===== config.mk =====
export PLATFORM = sky130hd
export DESIGN_NAME = exmem_skid_reg
export DESIGN_NICKNAME = d
export VERILOG_FILES = /design/src/rtl/exmem_pkg.sv /design/src/rtl/exmem_entry.sv /design/src/rtl/exmem_skid_reg.sv
export SDC_FILE = /design/constraint.sdc
export NUM_CORES = 1
export LEC_CHECK = 0
export CORE_ASPECT_RATIO = 2
export CORE_MARGIN = 8
export CORE_UTILIZATION = 54
export CTS_CLUSTER_SIZE = 30
export DETAILED_ROUTE_END_ITERATION = 10
export GPL_TIMING_DRIVEN = 0
export PLACE_DENSITY = 0.95
export SLEW_MARGIN = 20
export SYNTH_ARGS = -nofsm -noshare
export SYNTH_HDL_FRONTEND = slang
export SYNTH_SLANG_ARGS = --single-unit

===== constraint.sdc =====
create_clock -name clk -period 4.5 [get_ports clk]
set_clock_uncertainty 0.05 [all_clocks]
set_input_delay 0.9 -clock clk [delete_from_list [all_inputs] [get_ports clk]]
set_output_delay 0.9 -clock clk [all_outputs]
set_load 0.02 [all_outputs]

===== src/rtl/exmem_pkg.sv =====
// Shared widths, MEM/WB control bit positions and buffer state encoding for the EX/MEM skid register.
package exmem_pkg;

  localparam int XLEN_DEF   = 32;
  localparam int REG_AW_DEF = 5;
  localparam int CTRL_W_DEF = 4;

  localparam int CTRL_REG_WRITE  = 0;
  localparam int CTRL_MEM_READ   = 1;
  localparam int CTRL_MEM_WRITE  = 2;
  localparam int CTRL_MEM_TO_REG = 3;

  typedef enum logic [1:0] {
    EMPTY = 2'd0,
    ONE   = 2'd1,
    FULL  = 2'd2
  } state_e;

  function automatic logic [1:0] occ_of(state_e s);
    case (s)
      ONE:     return 2'd1;
      FULL:    return 2'd2;
      default: return 2'd0;
    endcase
  endfunction

endpackage


===== src/rtl/exmem_entry.sv =====
// One buffer slot: payload plus valid bit. Load takes effect on the next edge.
// No backpressure of its own; clear wins over load, rst wins over both.
module exmem_entry #(
  parameter int W = 8
) (
  input  logic         clk,
  input  logic         rst,
  input  logic         load,
  input  logic         clear,
  input  logic [W-1:0] d,
  output logic         vld,
  output logic [W-1:0] q
);

  always_ff @(posedge clk) begin
    if (rst) begin
      vld <= 1'b0;
      q   <= '0;
    end else if (clear) begin
      vld <= 1'b0;
    end else if (load) begin
      vld <= 1'b1;
      q   <= d;
    end
  end

endmodule


===== src/rtl/exmem_skid_reg.sv =====
// EX/MEM pipeline register with a skid slot: 1-cycle latency, 1 transfer/cycle.
// in_ready is registered (!skid valid); EXMEM_FWD_EN adds the EX/MEM forwarding outputs.
module exmem_skid_reg
  import exmem_pkg::*;
#(
  parameter int XLEN   = XLEN_DEF,
  parameter int REG_AW = REG_AW_DEF,
  parameter int CTRL_W = CTRL_W_DEF
) (
  input  logic              clk,
  input  logic              rst,
  input  logic              flush,
  input  logic              in_valid,
  output logic              in_ready,
  input  logic [XLEN-1:0]   in_aluresult,
  input  logic [XLEN-1:0]   in_store_data,
  input  logic [REG_AW-1:0] in_rd,
  input  logic [CTRL_W-1:0] in_ctrl,
  output logic              out_valid,
  input  logic              out_ready,
  output logic [XLEN-1:0]   out_aluresult,
  output logic [XLEN-1:0]   out_store_data,
  output logic [REG_AW-1:0] out_rd,
  output logic [CTRL_W-1:0] out_ctrl,
  output logic [1:0]        occupancy
`ifdef EXMEM_FWD_EN
  ,
  output logic              fwd_valid,
  output logic [REG_AW-1:0] fwd_rd,
  output logic [XLEN-1:0]   fwd_data
`endif
);

  localparam int PW = 2*XLEN + REG_AW + CTRL_W;

  state_e          state_q, state_nx;
  logic            accept, pop;
  logic            main_load, main_clr, main_sel_skid, skid_load, skid_clr;
  logic            main_vld, skid_vld;
  logic [PW-1:0]   in_dat, main_d, main_dat, skid_dat;

  assign in_dat   = {in_aluresult, in_store_data, in_rd, in_ctrl};
  assign main_d   = main_sel_skid ? skid_dat : in_dat;
  assign in_ready = !skid_vld;
  // A slot being reset must not complete an output handshake this cycle.
  assign out_valid = main_vld && !rst;
  assign accept    = in_valid && in_ready;
  assign pop       = out_valid && out_ready;
  assign {out_aluresult, out_store_data, out_rd, out_ctrl} = main_dat;

  always_ff @(posedge clk) begin
    if (rst) begin
      state_q   <= EMPTY;
      occupancy <= 2'd0;
    end else begin
      state_q   <= state_nx;
      occupancy <= occ_of(state_nx);
    end
  end

  always_comb begin
    state_nx      = state_q;
    main_load     = 1'b0;
    main_clr      = 1'b0;
    main_sel_skid = 1'b0;
    skid_load     = 1'b0;
    skid_clr      = 1'b0;
    if (flush) begin
      state_nx = EMPTY;
      main_clr = 1'b1;
      skid_clr = 1'b1;
    end else begin
      case (state_q)
        EMPTY: begin
          if (accept) begin
            main_load = 1'b1;
            state_nx  = ONE;
          end
        end
        ONE: begin
          if (accept && pop) begin
            main_load = 1'b1;
          end else if (accept) begin
            skid_load = 1'b1;
            state_nx  = FULL;
          end else if (pop) begin
            main_clr = 1'b1;
            state_nx = EMPTY;
          end
        end
        FULL: begin
          // in_ready is low here, so only a pop can happen; skid shifts forward.
          if (pop) begin
            main_load     = 1'b1;
            main_sel_skid = 1'b1;
            skid_clr      = 1'b1;
            state_nx      = ONE;
          end
        end
        default: state_nx = EMPTY;
      endcase
    end
  end

  exmem_entry #(.W(PW)) u_main (
    .clk   (clk),
    .rst   (rst),
    .load  (main_load),
    .clear (main_clr),
    .d     (main_d),
    .vld   (main_vld),
    .q     (main_dat)
  );

  exmem_entry #(.W(PW)) u_skid (
    .clk   (clk),
    .rst   (rst),
    .load  (skid_load),
    .clear (skid_clr),
    .d     (in_dat),
    .vld   (skid_vld),
    .q     (skid_dat)
  );

`ifdef EXMEM_FWD_EN
  assign fwd_valid = out_valid && out_ctrl[CTRL_REG_WRITE] && !out_ctrl[CTRL_MEM_READ]
                     && (out_rd != '0);
  assign fwd_rd    = out_rd;
  assign fwd_data  = out_aluresult;
`endif

endmodule


; ---- Word level (Yosys, flattened, before mapping)
; Index checks and enable logic that the tools add are counted.
[classes]
n_eq_ne = 4
n_mux = 24
n_bitwise = 2
n_reduce_logical = 11
[op_table]
columns = op, n
row1 = $mux W73, 1
row2 = $mux W1, 14
row3 = $mux W2, 6
row4 = $pmux W2 S3, 1
row5 = $eq A2 B1 Y1 const B, 2
row6 = $eq A2 B2 Y1 const B, 2
row7 = $logic_and A1 B1 Y1, 4
row8 = $pmux W2 S2, 1
row9 = $reduce_and A2 Y1, 2
row10 = $reduce_or A2 Y1, 2
row11 = $pmux W1 S3, 1
row12 = $logic_not A1 Y1, 2
row13 = $logic_not A2 Y1, 1
row14 = $not A1 Y1, 2
[word_totals]
ff_bits = 152
input_bits = 78
elab_cells = 47

; ---- Logic depth before layout (Yosys ltp)
[depth]
ltp_word = 10
ltp_mapped = 7

; ---- Modules after synthesis
; Synthesis repeated with hierarchy kept, for this count alone.
[hier_totals]
cells_unflattened = 780
area_unflattened_um2 = 8906.0
[modules_own_cells]
columns = module, n_inst, cells_per_inst, area_each_um2
row1 = exmem_entry, 2, 336, 3747.3
row2 = exmem_skid_reg, 1, 108, 1411.4

; ---- Least setup slack after synthesis
; No wires, ideal clock.
[synth_path]
path_type = in2out
start = in rst
end = out out_valid
arrival_ps = 1607
required_time_ps = 3550
slack_ps = 1943
cell_stages = 3
cell_sequence = buf_2 > buf_1 > nor2b_1
[synth_between]
elab_chain_cells = 2
[synth_lines]
columns = item, line_no
row1 = "start, declared", exmem_skid_reg.sv:11  ; input logic rst,
row2 = $logic_not A1 Y1, exmem_skid_reg.sv:46  ; assign out_valid = main_vld && !rst;
row3 = $logic_and A1 B1 Y1, exmem_skid_reg.sv:46
row4 = "end, declared", exmem_skid_reg.sv:19  ; output logic out_valid,
; Every way passes these cells.

; ---- Worst setup path after layout
; Ends and elaborated chain as after synthesis.

==> out/metrics.csv <==
stage,metric,value,unit
outcome,status,"finished, final reports clean",
synthesis,syn_inst,696,
route,vias_per_cell,6.02,
timing,relSlewSlack,48.3,%
clocking,root_buffer,clkbuf_16,
worst_setup_path,r2r_setup_slack,2420,ps
clocking,post_cts_resize_count,0,
cells_and_area,drive_above_1_share,17.3,%
place,place_congestion,0.828,
route,wl_per_cell,19.7,um
pwr,power_leakage,3.10,nW
worst_setup_path,cp-startpoint,rst,
clocking,cts_max_level,4,
hold_path,hp-class,reg -> reg,
clocking,cts_tree,yes,
clocking,clkTransAtPathRegs,60,ps
timing,final-hold-violation-count,0,
timing,fin_ws,1210,ps
synthesis,synth-seq-cells,152,
timing,setup_viol,0,
timing,min_period_over_period,73.0,%
clocking,clock_latency,420,ps
timing,rsz0062_at_grt,no,
route,drt_iter0_drc,423,
worst_setup_path,start_kind,input port,
route,drcViolationCount,0,
synthesis,synth_cell_types,33,
worst_setup_path,path_max_fanout,10,
synthesis,synth_ff_type,dfxtp_1,
synthesis,syn_nets,774,
worst_setup_path,cp.required,3550,ps
floorplan,io-pin-count,155,
place,dp_worst_setup_slack,1230,ps
job,max_cap_violations,0,
synthesis,avgSynthCellArea,9.27,um^2
synthesis,seq_area_frac_synth,47.1,%
synthesis,synth-edff-count,0,
floorplan,die_width,93.3,um
synthesis,yosysWarnings,0,
pwr,seqPwrFrac,41.7,%
cells_and_area,fillCellCount,753,
timing,timing.fmax,304,MHz
grt,antenna_found_initial,0,
worst_setup_path,crit_type,in -> out,
route,drtAntennaViolNets,0,
route,first_pass_iters,5,
worst_setup_path,arrival,2340,ps
grt,grt_pass1_wl,31700,um
worst_setup_path,r2r_end,u_main.q[4],
route,dr.max_layer_used,met4,
worst_setup_path,reg2reg_depth,6,
grt,grtUsageTotal,25.2,%
pwr,p_sw,0.000861,W
timing,slew_violations,0,
pwr,clkPwrFrac,43.7,%
route,dr_wl_met2,11000,um
grt,overflow,0,
clocking,clock_path_buffers,2,
timing,tns,0,ps
floorplan,chipHeight,171,um
pwr,finalPower,0.00345,W
pwr,ir_drop,320,uV
route,drt_wl_total,20200,um
grt,grt_start_max_net_pins,17,
place,dp_hpwl,14400,um
pwr,p_per_area,393,mW/mm^2
synthesis,async_flop_share,0,%
clocking,cts_setup_buffers,0,
place,io_buffers,152,
worst_setup_path,critPathCaptureType,primary output,
timing,post-route-min-period,3290,ps
floorplan,rows,56,
synthesis,syn_area,0.00645,mm^2
clocking,cts_buffers,17,
route,drt-met1-wl,6980,um
clocking,holdBufCountCts,0,
floorplan,start_util,55.2,%
pwr,intPower,0.00259,W
cells_and_area,area_growth,36.0,%
route,wl_met3,1110,um
pwr,swShare,24.9,%
clocking,clock-sinks,152,
worst_setup_path,crit_end,out_valid,
route,num_vias,6168,
cells_and_area,finalNetCount,945,
pwr,p_comb_share,14.6,%
timing,fin_hold_ws,406,ps
worst_setup_path,r2r_start,state_q[1],
floorplan,die-area,0.0159,mm^2
grt,grt_pass1_vias,6279,
floorplan,fp.coreArea,0.0117,mm^2
cells_and_area,diodes,0,
timing,worst_slew_pin_slew,776,ps
==> synth_stat cells (2+ instances only) <==
cell type | count | area share (%)
dfxtp_1 | 152 | 47
nand2_1 | 147 | 8.5
nor3_1 | 75 | 5.8
a21oi_1 | 74 | 5.7
a22oi_1 | 74 | 8.6
a211oi_2 | 71 | 14
clkbuf_1 | 28 | 1.6
buf_2 | 23 | 1.8
buf_4 | 15 | 1.7
buf_8 | 6 | 1.4
a211oi_1 | 3 | 0.35
a2111oi_0 | 2 | 0.27
buf_6 | 2 | 0.35
nand2b_1 | 2 | 0.19
nand3_1 | 2 | 0.16
nand4b_1 | 2 | 0.27
o21a_1 | 2 | 0.23
==> worst min path at each step <==
stage	from	end	slack [ps]	depth (start not counted)
2_1_floorplan	u_skid.q[0]	u_skid.q[0]	390	2
3_3_place_gp	u_skid.q[5]	u_skid.q[5]	390	2
3_5_place_dp	u_skid.q[63]	u_skid.q[63]	400	2
4_1_cts	u_skid.q[63]	u_skid.q[63]	410	2
5_1_grt	u_skid.q[42]	u_skid.q[42]	420	2
6_report	u_skid.q[50]	u_skid.q[50]	410	2
==> layout by cell type (no fill, tap or decap), drive strengths merged, types with 4 or more instances in the layout <==
cell type,instances
a211oi,74
a22oi,74
nor3,75
clkdlybuf4s50,152
buf,47
clkbuf,49
dfxtp,152
a21oi,74
bufinv,4
clkinv,4
nand2,147
==> power groups by stage <==
stage | Clock (W) | Sequential, W | Combinational [W]
finish | 0.00151 | 0.00144 | 0.000504
global route | 0.00158 | 0.00145 | 0.000532
CTS | 0.00151 | 0.00144 | 0.000504
detailed placement | 0 | 0.00147 | 0.000499
global placement | 0 | 0.00147 | 0.000487
floorplan | 0 | 0.00152 | 0.000213
==> final cells by class <==
| type | count | area (um^2) | area share (%) |
|---|---|---|---|
| repair buffers | 152 | 1520 | 17.3 |
| clock buffers | 21 | 450 | 5.13 |
| multi-input cells | 468 | 2960 | 33.7 |
| well taps | 145 | 181 | 2.07 |
| inverters | 1 | 3.75 | 0.0428 |
| clock inverters | 11 | 171 | 1.95 |
| plain buffers | 75 | 449 | 5.12 |
| flip-flops and latches | 152 | 3040 | 34.7 |
==> per-layer routing <==
metal / vias to the layer above / GRT usage (%)
li1: 2857 / -
met1: 2949 / 23.9
met2: 280 / 46.1
met3: 82 / 5.62
met4: 0 / 17.4
met5: - / 0
==> critical path: stages <==
cell and delay (ps):
buf_2 220, buf_1 520, nor2b_1 110, clkdlybuf4s50_1 580
==> stage by stage <==
stage                     cell area (um^2)  utilization [%]  std cells
after detailed placement              8160             69.7        993
final                                 8780             75.0       1025
after global routing                  8780             75.0       1025
after CTS                             8780             75.0       1025
after floorplan                       6450                -        696
after global placement                8160             69.7        993
==> logic make-up (layout without fill, tap and decap cells) <==
kind of cell / Yosys count / after routing / share of synthesized area (%)
buffers and inverters: 76 / 260 / 7.02
AND/OR/NAND/NOR: 239 / 239 / 16.5
AO/OA/AOI/OAI: 229 / 229 / 29.3
flip-flops: 152 / 152 / 47.1
==> state kept, by name (all words and copies together), names as in the netlist <==
signal,cells
u_skid.q,73
state_q,2
u_main.q,73
u_skid.vld,1
u_main.vld,1
occupancy,2
(Power assumes the default switching activity.)
